[src/rtl/lit_pkg.sv]
// Shared constants for the LIT 3x3 window stage: default sample width, tap
// numbering and RGB packing helpers.
package lit_pkg;

    localparam int PIX_BIT_DEF = 9;
    localparam int N_CH        = 3;
    localparam int N_TAP       = 9;

    // Taps in raster order: 1 top-left .. 9 bottom-right, 5 is the centre.
    localparam int TAP_TL = 1;
    localparam int TAP_TC = 2;
    localparam int TAP_TR = 3;
    localparam int TAP_ML = 4;
    localparam int TAP_C  = 5;
    localparam int TAP_MR = 6;
    localparam int TAP_BL = 7;
    localparam int TAP_BC = 8;
    localparam int TAP_BR = 9;

    // Channel index; channel ch lives at bits [ch*PIX_BIT +: PIX_BIT] of a packed pixel.
    typedef enum logic [1:0] {
        CH_R = 2'd0,
        CH_G = 2'd1,
        CH_B = 2'd2
    } chan_e;

    function automatic int rgb_bits(input int pix_bit);
        return N_CH * pix_bit;
    endfunction

endpackage

[src/rtl/lit_window_3x3_if.sv]
// Pixel-in / window-out bundle of the LIT 3x3 window generator.
// pix_valid qualifies sof and the RGB inputs; there is no ready: every valid pixel is
// taken, and the consumer must accept each window in the single cycle win_valid is high.
interface lit_window_3x3_if
    import lit_pkg::*;
#(
    parameter int PIX_BIT = PIX_BIT_DEF
);
    logic               pix_valid;
    logic               sof;
    logic [PIX_BIT-1:0] R_IN, G_IN, B_IN;

    logic [PIX_BIT-1:0] R1_OUT, R2_OUT, R3_OUT, R4_OUT, R5_OUT, R6_OUT, R7_OUT, R8_OUT, R9_OUT;
    logic [PIX_BIT-1:0] G1_OUT, G2_OUT, G3_OUT, G4_OUT, G5_OUT, G6_OUT, G7_OUT, G8_OUT, G9_OUT;
    logic [PIX_BIT-1:0] B1_OUT, B2_OUT, B3_OUT, B4_OUT, B5_OUT, B6_OUT, B7_OUT, B8_OUT, B9_OUT;
    logic               win_valid;
    logic               frame_done;

    modport master (
        output pix_valid, sof, R_IN, G_IN, B_IN,
        input  R1_OUT, R2_OUT, R3_OUT, R4_OUT, R5_OUT, R6_OUT, R7_OUT, R8_OUT, R9_OUT,
        input  G1_OUT, G2_OUT, G3_OUT, G4_OUT, G5_OUT, G6_OUT, G7_OUT, G8_OUT, G9_OUT,
        input  B1_OUT, B2_OUT, B3_OUT, B4_OUT, B5_OUT, B6_OUT, B7_OUT, B8_OUT, B9_OUT,
        input  win_valid, frame_done
    );

    modport slave (
        input  pix_valid, sof, R_IN, G_IN, B_IN,
        output R1_OUT, R2_OUT, R3_OUT, R4_OUT, R5_OUT, R6_OUT, R7_OUT, R8_OUT, R9_OUT,
        output G1_OUT, G2_OUT, G3_OUT, G4_OUT, G5_OUT, G6_OUT, G7_OUT, G8_OUT, G9_OUT,
        output B1_OUT, B2_OUT, B3_OUT, B4_OUT, B5_OUT, B6_OUT, B7_OUT, B8_OUT, B9_OUT,
        output win_valid, frame_done
    );

endinterface

[src/rtl/lit_line_buffer.sv]
// Two-row line buffer: one word per column holding {row-2, row-1} RGB pixels.
// Reads are combinational so the caller sees the old word in the same cycle it writes the new one.
module lit_line_buffer #(
    parameter int RGB_W = 27,
    parameter int DEPTH = 64,
    parameter int AW    = 6
) (
    input  logic             clk,
    input  logic             we,
    input  logic [AW-1:0]    addr,
    input  logic [RGB_W-1:0] din,
    output logic [RGB_W-1:0] row1,
    output logic [RGB_W-1:0] row2
);

    logic [2*RGB_W-1:0] mem [DEPTH];
    logic [2*RGB_W-1:0] rd_word;

    assign rd_word = mem[addr];
    assign row1    = rd_word[RGB_W-1:0];
    assign row2    = rd_word[2*RGB_W-1:RGB_W];

    // Row-1 ages into row-2 and the incoming pixel becomes the new row-1.
    always_ff @(posedge clk) begin
        if (we) begin
            mem[addr] <= {row1, din};
        end
    end

endmodule

[src/rtl/lit_window_3x3.sv]
// Streaming 3x3 RGB neighbourhood generator: raster pixels in, fully-interior windows out
// one cycle after the pixel that completes them (that pixel is tap 9).
module lit_window_3x3
    import lit_pkg::*;
#(
    parameter int PIX_BIT = PIX_BIT_DEF,
    parameter int IMG_W   = 64,
    parameter int IMG_H   = 64,
    parameter int CNT_BIT = 8
) (
    input  logic clk,
    input  logic rst,
    lit_window_3x3_if.slave bus
);

    localparam int                 RGB_W    = rgb_bits(PIX_BIT);
    localparam int                 AW       = $clog2(IMG_W);
    localparam logic [CNT_BIT-1:0] COL_LAST = CNT_BIT'(IMG_W - 1);
    localparam logic [CNT_BIT-1:0] ROW_LAST = CNT_BIT'(IMG_H - 1);
    localparam logic [CNT_BIT-1:0] EDGE     = CNT_BIT'(2);

    logic [CNT_BIT-1:0] col_q, row_q;
    logic [CNT_BIT-1:0] col_cur, row_cur;
    logic [CNT_BIT-1:0] col_nxt, row_nxt;
    logic               accept;
    logic [RGB_W-1:0]   pix_in;
    logic [RGB_W-1:0]   lb_row1, lb_row2;
    logic [PIX_BIT-1:0] tap [0:N_CH-1][1:N_TAP];
    logic               win_valid_q;
    logic               frame_done_q;

    assign accept = bus.pix_valid;
    assign pix_in = {bus.B_IN, bus.G_IN, bus.R_IN};

    // sof relabels the current pixel as (0,0) without waiting for the counters.
    always_comb begin
        col_cur = bus.sof ? '0 : col_q;
        row_cur = bus.sof ? '0 : row_q;
        col_nxt = col_cur + CNT_BIT'(1);
        row_nxt = row_cur;
        if (col_cur == COL_LAST) begin
            col_nxt = '0;
            row_nxt = (row_cur == ROW_LAST) ? '0 : row_cur + CNT_BIT'(1);
        end
    end

    lit_line_buffer #(
        .RGB_W (RGB_W),
        .DEPTH (IMG_W),
        .AW    (AW)
    ) u_line_buffer (
        .clk  (clk),
        .we   (accept),
        .addr (col_cur[AW-1:0]),
        .din  (pix_in),
        .row1 (lb_row1),
        .row2 (lb_row2)
    );

    always_ff @(posedge clk or negedge rst) begin
        if (!rst) begin
            col_q        <= '0;
            row_q        <= '0;
            win_valid_q  <= 1'b0;
            frame_done_q <= 1'b0;
            tap          <= '{default: '0};
        end else begin
            win_valid_q  <= 1'b0;
            frame_done_q <= 1'b0;
            if (accept) begin
                col_q        <= col_nxt;
                row_q        <= row_nxt;
                win_valid_q  <= (col_cur >= EDGE) && (row_cur >= EDGE);
                frame_done_q <= (col_cur == COL_LAST) && (row_cur == ROW_LAST);
                // Window slides left one column; the right column is {row-2, row-1, input}.
                for (int ch = 0; ch < N_CH; ch++) begin
                    tap[ch][TAP_TL] <= tap[ch][TAP_TC];
                    tap[ch][TAP_TC] <= tap[ch][TAP_TR];
                    tap[ch][TAP_TR] <= lb_row2[ch*PIX_BIT +: PIX_BIT];
                    tap[ch][TAP_ML] <= tap[ch][TAP_C];
                    tap[ch][TAP_C]  <= tap[ch][TAP_MR];
                    tap[ch][TAP_MR] <= lb_row1[ch*PIX_BIT +: PIX_BIT];
                    tap[ch][TAP_BL] <= tap[ch][TAP_BC];
                    tap[ch][TAP_BC] <= tap[ch][TAP_BR];
                    tap[ch][TAP_BR] <= pix_in[ch*PIX_BIT +: PIX_BIT];
                end
            end
        end
    end

    assign bus.win_valid  = win_valid_q;
    assign bus.frame_done = frame_done_q;

    assign bus.R1_OUT = tap[CH_R][TAP_TL];
    assign bus.R2_OUT = tap[CH_R][TAP_TC];
    assign bus.R3_OUT = tap[CH_R][TAP_TR];
    assign bus.R4_OUT = tap[CH_R][TAP_ML];
    assign bus.R5_OUT = tap[CH_R][TAP_C];
    assign bus.R6_OUT = tap[CH_R][TAP_MR];
    assign bus.R7_OUT = tap[CH_R][TAP_BL];
    assign bus.R8_OUT = tap[CH_R][TAP_BC];
    assign bus.R9_OUT = tap[CH_R][TAP_BR];

    assign bus.G1_OUT = tap[CH_G][TAP_TL];
    assign bus.G2_OUT = tap[CH_G][TAP_TC];
    assign bus.G3_OUT = tap[CH_G][TAP_TR];
    assign bus.G4_OUT = tap[CH_G][TAP_ML];
    assign bus.G5_OUT = tap[CH_G][TAP_C];
    assign bus.G6_OUT = tap[CH_G][TAP_MR];
    assign bus.G7_OUT = tap[CH_G][TAP_BL];
    assign bus.G8_OUT = tap[CH_G][TAP_BC];
    assign bus.G9_OUT = tap[CH_G][TAP_BR];

    assign bus.B1_OUT = tap[CH_B][TAP_TL];
    assign bus.B2_OUT = tap[CH_B][TAP_TC];
    assign bus.B3_OUT = tap[CH_B][TAP_TR];
    assign bus.B4_OUT = tap[CH_B][TAP_ML];
    assign bus.B5_OUT = tap[CH_B][TAP_C];
    assign bus.B6_OUT = tap[CH_B][TAP_MR];
    assign bus.B7_OUT = tap[CH_B][TAP_BL];
    assign bus.B8_OUT = tap[CH_B][TAP_BC];
    assign bus.B9_OUT = tap[CH_B][TAP_BR];

endmodule

[src/flat_wrapper.sv]
// flat-port wrapper written by rule: the top's interface ports become plain ports
module lit_window_3x3_flat import lit_pkg::*;
#(
    parameter int PIX_BIT = PIX_BIT_DEF,
    parameter int IMG_W   = 64,
    parameter int IMG_H   = 64,
    parameter int CNT_BIT = 8
)
  (clk, rst, bus_pix_valid, bus_sof, bus_R_IN, bus_G_IN, bus_B_IN, bus_R1_OUT, bus_R2_OUT, bus_R3_OUT, bus_R4_OUT, bus_R5_OUT, bus_R6_OUT, bus_R7_OUT, bus_R8_OUT, bus_R9_OUT, bus_G1_OUT, bus_G2_OUT, bus_G3_OUT, bus_G4_OUT, bus_G5_OUT, bus_G6_OUT, bus_G7_OUT, bus_G8_OUT, bus_G9_OUT, bus_B1_OUT, bus_B2_OUT, bus_B3_OUT, bus_B4_OUT, bus_B5_OUT, bus_B6_OUT, bus_B7_OUT, bus_B8_OUT, bus_B9_OUT, bus_win_valid, bus_frame_done);
  lit_window_3x3_if #(.PIX_BIT(PIX_BIT)) bus_i ();
  input  logic clk;
  input  logic rst;
  input wire logic [$bits(bus_i.pix_valid)-1:0] bus_pix_valid;
  input wire logic [$bits(bus_i.sof)-1:0] bus_sof;
  input wire logic [$bits(bus_i.R_IN)-1:0] bus_R_IN;
  input wire logic [$bits(bus_i.G_IN)-1:0] bus_G_IN;
  input wire logic [$bits(bus_i.B_IN)-1:0] bus_B_IN;
  output wire logic [$bits(bus_i.R1_OUT)-1:0] bus_R1_OUT;
  output wire logic [$bits(bus_i.R2_OUT)-1:0] bus_R2_OUT;
  output wire logic [$bits(bus_i.R3_OUT)-1:0] bus_R3_OUT;
  output wire logic [$bits(bus_i.R4_OUT)-1:0] bus_R4_OUT;
  output wire logic [$bits(bus_i.R5_OUT)-1:0] bus_R5_OUT;
  output wire logic [$bits(bus_i.R6_OUT)-1:0] bus_R6_OUT;
  output wire logic [$bits(bus_i.R7_OUT)-1:0] bus_R7_OUT;
  output wire logic [$bits(bus_i.R8_OUT)-1:0] bus_R8_OUT;
  output wire logic [$bits(bus_i.R9_OUT)-1:0] bus_R9_OUT;
  output wire logic [$bits(bus_i.G1_OUT)-1:0] bus_G1_OUT;
  output wire logic [$bits(bus_i.G2_OUT)-1:0] bus_G2_OUT;
  output wire logic [$bits(bus_i.G3_OUT)-1:0] bus_G3_OUT;
  output wire logic [$bits(bus_i.G4_OUT)-1:0] bus_G4_OUT;
  output wire logic [$bits(bus_i.G5_OUT)-1:0] bus_G5_OUT;
  output wire logic [$bits(bus_i.G6_OUT)-1:0] bus_G6_OUT;
  output wire logic [$bits(bus_i.G7_OUT)-1:0] bus_G7_OUT;
  output wire logic [$bits(bus_i.G8_OUT)-1:0] bus_G8_OUT;
  output wire logic [$bits(bus_i.G9_OUT)-1:0] bus_G9_OUT;
  output wire logic [$bits(bus_i.B1_OUT)-1:0] bus_B1_OUT;
  output wire logic [$bits(bus_i.B2_OUT)-1:0] bus_B2_OUT;
  output wire logic [$bits(bus_i.B3_OUT)-1:0] bus_B3_OUT;
  output wire logic [$bits(bus_i.B4_OUT)-1:0] bus_B4_OUT;
  output wire logic [$bits(bus_i.B5_OUT)-1:0] bus_B5_OUT;
  output wire logic [$bits(bus_i.B6_OUT)-1:0] bus_B6_OUT;
  output wire logic [$bits(bus_i.B7_OUT)-1:0] bus_B7_OUT;
  output wire logic [$bits(bus_i.B8_OUT)-1:0] bus_B8_OUT;
  output wire logic [$bits(bus_i.B9_OUT)-1:0] bus_B9_OUT;
  output wire logic [$bits(bus_i.win_valid)-1:0] bus_win_valid;
  output wire logic [$bits(bus_i.frame_done)-1:0] bus_frame_done;
  assign bus_i.pix_valid = bus_pix_valid;
  assign bus_i.sof = bus_sof;
  assign bus_i.R_IN = bus_R_IN;
  assign bus_i.G_IN = bus_G_IN;
  assign bus_i.B_IN = bus_B_IN;
  assign bus_R1_OUT = bus_i.R1_OUT;
  assign bus_R2_OUT = bus_i.R2_OUT;
  assign bus_R3_OUT = bus_i.R3_OUT;
  assign bus_R4_OUT = bus_i.R4_OUT;
  assign bus_R5_OUT = bus_i.R5_OUT;
  assign bus_R6_OUT = bus_i.R6_OUT;
  assign bus_R7_OUT = bus_i.R7_OUT;
  assign bus_R8_OUT = bus_i.R8_OUT;
  assign bus_R9_OUT = bus_i.R9_OUT;
  assign bus_G1_OUT = bus_i.G1_OUT;
  assign bus_G2_OUT = bus_i.G2_OUT;
  assign bus_G3_OUT = bus_i.G3_OUT;
  assign bus_G4_OUT = bus_i.G4_OUT;
  assign bus_G5_OUT = bus_i.G5_OUT;
  assign bus_G6_OUT = bus_i.G6_OUT;
  assign bus_G7_OUT = bus_i.G7_OUT;
  assign bus_G8_OUT = bus_i.G8_OUT;
  assign bus_G9_OUT = bus_i.G9_OUT;
  assign bus_B1_OUT = bus_i.B1_OUT;
  assign bus_B2_OUT = bus_i.B2_OUT;
  assign bus_B3_OUT = bus_i.B3_OUT;
  assign bus_B4_OUT = bus_i.B4_OUT;
  assign bus_B5_OUT = bus_i.B5_OUT;
  assign bus_B6_OUT = bus_i.B6_OUT;
  assign bus_B7_OUT = bus_i.B7_OUT;
  assign bus_B8_OUT = bus_i.B8_OUT;
  assign bus_B9_OUT = bus_i.B9_OUT;
  assign bus_win_valid = bus_i.win_valid;
  assign bus_frame_done = bus_i.frame_done;
  lit_window_3x3 #(.PIX_BIT(PIX_BIT), .IMG_W(IMG_W), .IMG_H(IMG_H), .CNT_BIT(CNT_BIT)) u_core (.clk(clk), .rst(rst), .bus(bus_i));
endmodule
[config.mk]
export PLATFORM = sky130hd
export DESIGN_NAME = lit_window_3x3_flat
export DESIGN_NICKNAME = d
export VERILOG_FILES = /design/src/rtl/lit_pkg.sv /design/src/rtl/lit_window_3x3_if.sv /design/src/rtl/lit_line_buffer.sv /design/src/rtl/lit_window_3x3.sv /design/src/flat_wrapper.sv
export SDC_FILE = /design/constraint.sdc
export NUM_CORES = 2
export LEC_CHECK = 0
export CORE_MARGIN = 3
export CORE_UTILIZATION = 25
export DETAILED_ROUTE_END_ITERATION = 12
export SETUP_SLACK_MARGIN = 0.15
export SYNTH_ARGS = -nofsm -noshare
export SYNTH_HDL_FRONTEND = slang
export SYNTH_SLANG_ARGS = --single-unit
[constraint.sdc]
create_clock -name clk -period 12.7 [get_ports clk]
set_input_delay 1.905 -clock clk [delete_from_list [all_inputs] [get_ports clk]]
set_output_delay 1.905 -clock clk [all_outputs]
set_load 0.02 [all_outputs]
==> metrics.csv <==
stage,metric,value,unit
sta,Final WS setup,5.784,ns
synth,Post-synth EDFFs,3456,
clock_network,clk root buf,clkbuf_16,
grt,"Remaining Overflow, GRT",0,
clock_network,Num CTS Buffers,383,
synth,"Cell Area, Synth",0.1444,mm²
setup_path,arrival time at the worst endpoint,7.31,ns
layout,"Most flops, register",u_core.u_line_buffer.mem,
clock_network,clk buf depth,4,
setup_path,CP Capture Type,flip-flop,
pwr,worst vdd ir,0.0001315,V
synth,dominant cell type by area after synthesis,edfxtp_1,
layout,nets@finish,8683,
synth,Synth Flop Type,edfxtp_1,
setup_path,CP Launch Type,flip-flop,
place,number of I/O port buffers,275,
synth,Yosys warnings,0,
synth,synthesis-stage register bit count,3717,
grt,Tot GR Track Use,17.44,%
flow_run,max_cap viols,0,
sta,Clock Skew,0.1045,ns
detailed_routing,Antenna Nets Post-Route,0,
layout,Non-Filler Instances,16690,
clock_network,clock sinks,3717,
detailed_routing,Routed WL,539.5,mm
floorplan,initial core utilization,25.15,%
synth,share of the synthesized area in the top cell type,71.87,%
synth,Synth Instances,8195,
grt,first-pass GRT wire length,721.8,mm
detailed_routing,# DRC,0,
sta,final hold viol count,0,
pwr,leakage,54.48,nW
place,Routability Congestion,0.8491,
detailed_routing,WL/cell,32.33,µm
place,half-perimeter wire length after placement,292.2,mm
sta,Tmin final,6.916,ns
run_status,status,"complete, no violations",
sta,final number of setup-violating endpoints,0,
setup_path,crit path max fanout,70,
synth,Unique masters post-synth,90,
layout,Layout Area Growth over Synthesis,17.60,%
clock_network,post-CTS sizing,0,
setup_path,Worst EP required,13.09,ns
sta,fin crit share,54.46,%
synth,Syn Nets,8230,
sta,Relative slew margins,4.222,%
pwr,PwrDens,171.0,mW/mm²
detailed_routing,Via density,5.354,
clock_network,CTS H-tree lvls,5,
synth,mean post-synth cell area,17.62,µm²
floorplan,I/O Pins,276,
sta,setup_tns,0,ns
setup_path,CP Class,flip-flop to flip-flop,
grt,vias in the first global route,82300,
detailed_routing,DR pass1 iterations,11,
floorplan,Die Y,766.0,µm
clock_network,Worst-path clk slew,0.06,ns
sta,RSZ-0062 raised after global routing,false,
grt,pin count of the biggest net entering global routing,103,
clock_network,Hold Buf Count CTS,0,
floorplan,core area,0.5743,mm²
clock_network,clk_lat worst skew,0.98,ns
layout,# fillers,56160,
layout,max FFs per register,3456,
synth,"Seq/Total Area, Yosys",76.39,%
detailed_routing,initial drt markers,16690,
sta,fmax,144.6,MHz
sta,Max Slew Vio Count,0,
place,pre-CTS setup slack,5.573,ns
place,placed cell count,15960,
detailed_routing,DR vias,89340,
sta,Slew @ Worst Pin,1.437,ns
floorplan,chip width,766.0,µm
min_path,Min-Delay Path Class,flip-flop to flip-flop,
grt,initial antenna violation count,62,
floorplan,row count,278,
layout,share of cells above drive strength 1,16.17,%
synth,synth top area cells,"edfxtp_1, mux2i_1, dfrtp_1, mux2_2, mux4_2",
clock_network,CTS tree,done,
clock_network,post-CTS setup buffers,0,
synth,async set or reset register ratio after synthesis,7.022,%
floorplan,Die ar.,0.5868,mm²
[layout make-up]
cell class / instances / area, µm² / share of cell area (%)
Clock buffer: 492 / 10260 / 6.042
Antenna cell: 25 / 62.56 / 0.03684
Clock inverter: 207 / 2163 / 1.274
Multi-Input combinational cell: 3917 / 31930 / 18.80
Tap cell: 7700 / 9634 / 5.673
Timing Repair Buffer: 617 / 5400 / 3.180
Inverter: 12 / 52.55 / 0.03094
Sequential cell: 3717 / 110300 / 64.96
[metal layers]
| metal | part of all wire (%) | routed length, µm | GRT usage [%] |
|---|---|---|---|
| met2 | 44 | 235400 | 26.43 |
| met3 | 14 | 74060 | 4.621 |
| met5 | 0.036 | 193 | 0 |
| met4 | 5.2 | 28220 | 7.755 |
| met1 | 37 | 201600 | 23.40 |
[kinds of logic after synthesis]
group,synth area share [%]
flip-flops,76.39
AO/OA/AOI/OAI,8.724
multiplexers,9.813
AND/OR/NAND/NOR,2.995
buffers and inverters,2.036
adder cells (fa/ha/maj),0.03466
XOR/XNOR,0.006066
[worst max-delay path, cell delays in order, from the launching register on]
cell and delay, ns:
dfrtp_4 0.78, buf_4 0.62, buf_4 0.52, or3b_4 0.35, buf_12 0.45, buf_4 0.77, o22ai_1 0.21, a2111oi_0 0.45
o22ai_1 0.16, a211oi_1 0.90, nand2_2 0.91
[path summary, 6_finish.rpt]
| check | start | endpoint | slack [ns] | cells past startpoint |
|---|---|---|---|---|
| min | u_core.bus.G1_OUT[1] | u_core.bus.G1_OUT[1] | 0.50 | 1 |
| min reg2reg | u_core.bus.G1_OUT[1] | u_core.bus.G1_OUT[1] | 0.50 | 1 |
| max reg2reg | u_core.col_q[1] | u_core.u_line_buffer.mem[19][53] | 5.78 | 10 |
| max | u_core.col_q[1] | u_core.u_line_buffer.mem[19][53] | 5.78 | 10 |
| min in group asynchronous | rst | u_core.bus.R2_OUT[5] | 1.00 | 1 |
| max in group asynchronous | rst | u_core.bus.G3_OUT[6] | 9.43 | 3 |
[synthesized netlist by cell type (18+ instances only)]
| library cell | n |
|---|---|
| clkbuf_1 | 199 |
| nor2b_1 | 18 |
| nand3_1 | 39 |
| dfrtp_1 | 261 |
| buf_4 | 100 |
| o211ai_1 | 31 |
| a22oi_1 | 155 |
| o21ai_0 | 258 |
| mux2i_1 | 882 |
| buf_6 | 30 |
| o22a_1 | 28 |
| o2bb2ai_1 | 67 |
| and3b_1 | 20 |
| buf_2 | 187 |
| a222oi_1 | 30 |
| nand2b_1 | 34 |
| and2_1 | 40 |
| o31ai_1 | 33 |
| a22o_1 | 108 |
| nor3_1 | 30 |
| a21oi_1 | 341 |
| nand3b_1 | 98 |
| nand2_1 | 211 |
| nor2_1 | 227 |
| a2111oi_0 | 69 |
| a211oi_1 | 75 |
| o22ai_1 | 294 |
| a31oi_1 | 44 |
| mux4_2 | 90 |
| buf_1 | 33 |
| a221oi_1 | 80 |
| edfxtp_1 | 3456 |
| mux2_2 | 284 |
| o221ai_1 | 80 |
[where the power goes]
| part | total, mW | switching, mW | internal [mW] | leakage, nW |
|---|---|---|---|---|
| logic | 3.48 | 2.37 | 1.11 | 14.2 |
| clock network | 11.3 | 4.84 | 6.48 | 6.05 |
| registers | 14.2 | 0.243 | 14.0 | 34.3 |
| total | 29.0 | 7.45 | 21.6 | 54.5 |
[cell usage in the layout, fill, tap and decap left out, types with 31 or more instances in the layout]
cell type / instances
nand3b_1: 98
buf_4: 326
a221oi_1: 80
nand2_1: 204
bufinv_16: 38
clkbuf_16: 389
o31ai_1: 33
o2bb2ai_1: 67
nor2_4: 68
a21oi_1: 341
edfxtp_1: 3456
o22ai_1: 294
a2111oi_0: 68
o221ai_1: 80
a22oi_1: 155
clkdlybuf4s50_1: 245
a31oi_1: 44
mux2_2: 284
mux2i_1: 882
a22o_1: 108
dfrtp_1: 257
clkinv_1: 74
o211ai_1: 31
clkbuf_1: 89
a211oi_1: 75
nor2_1: 156
mux4_2: 90
clkinv_2: 62
o21ai_0: 258
and2_1: 39
[stage by stage]
| stage | instance area (µm²) | hold slack [ns] | util (%) | power [mW] |
|---|---|---|---|---|
| after detailed placement | 157300 | 0.4944 | 27.39 | 17.90 |
| after CTS | 169700 | 0.5078 | 29.56 | 29.02 |
| after floorplan | 144400 | 0.4734 | - | 16.21 |
| final | 169800 | 0.5028 | 29.57 | 29.04 |
| after global placement | 157300 | 0.4882 | 27.39 | 17.86 |
| after global routing | 169800 | 0.5139 | 29.56 | 29.70 |
Power figures use the tool's default switching activity.
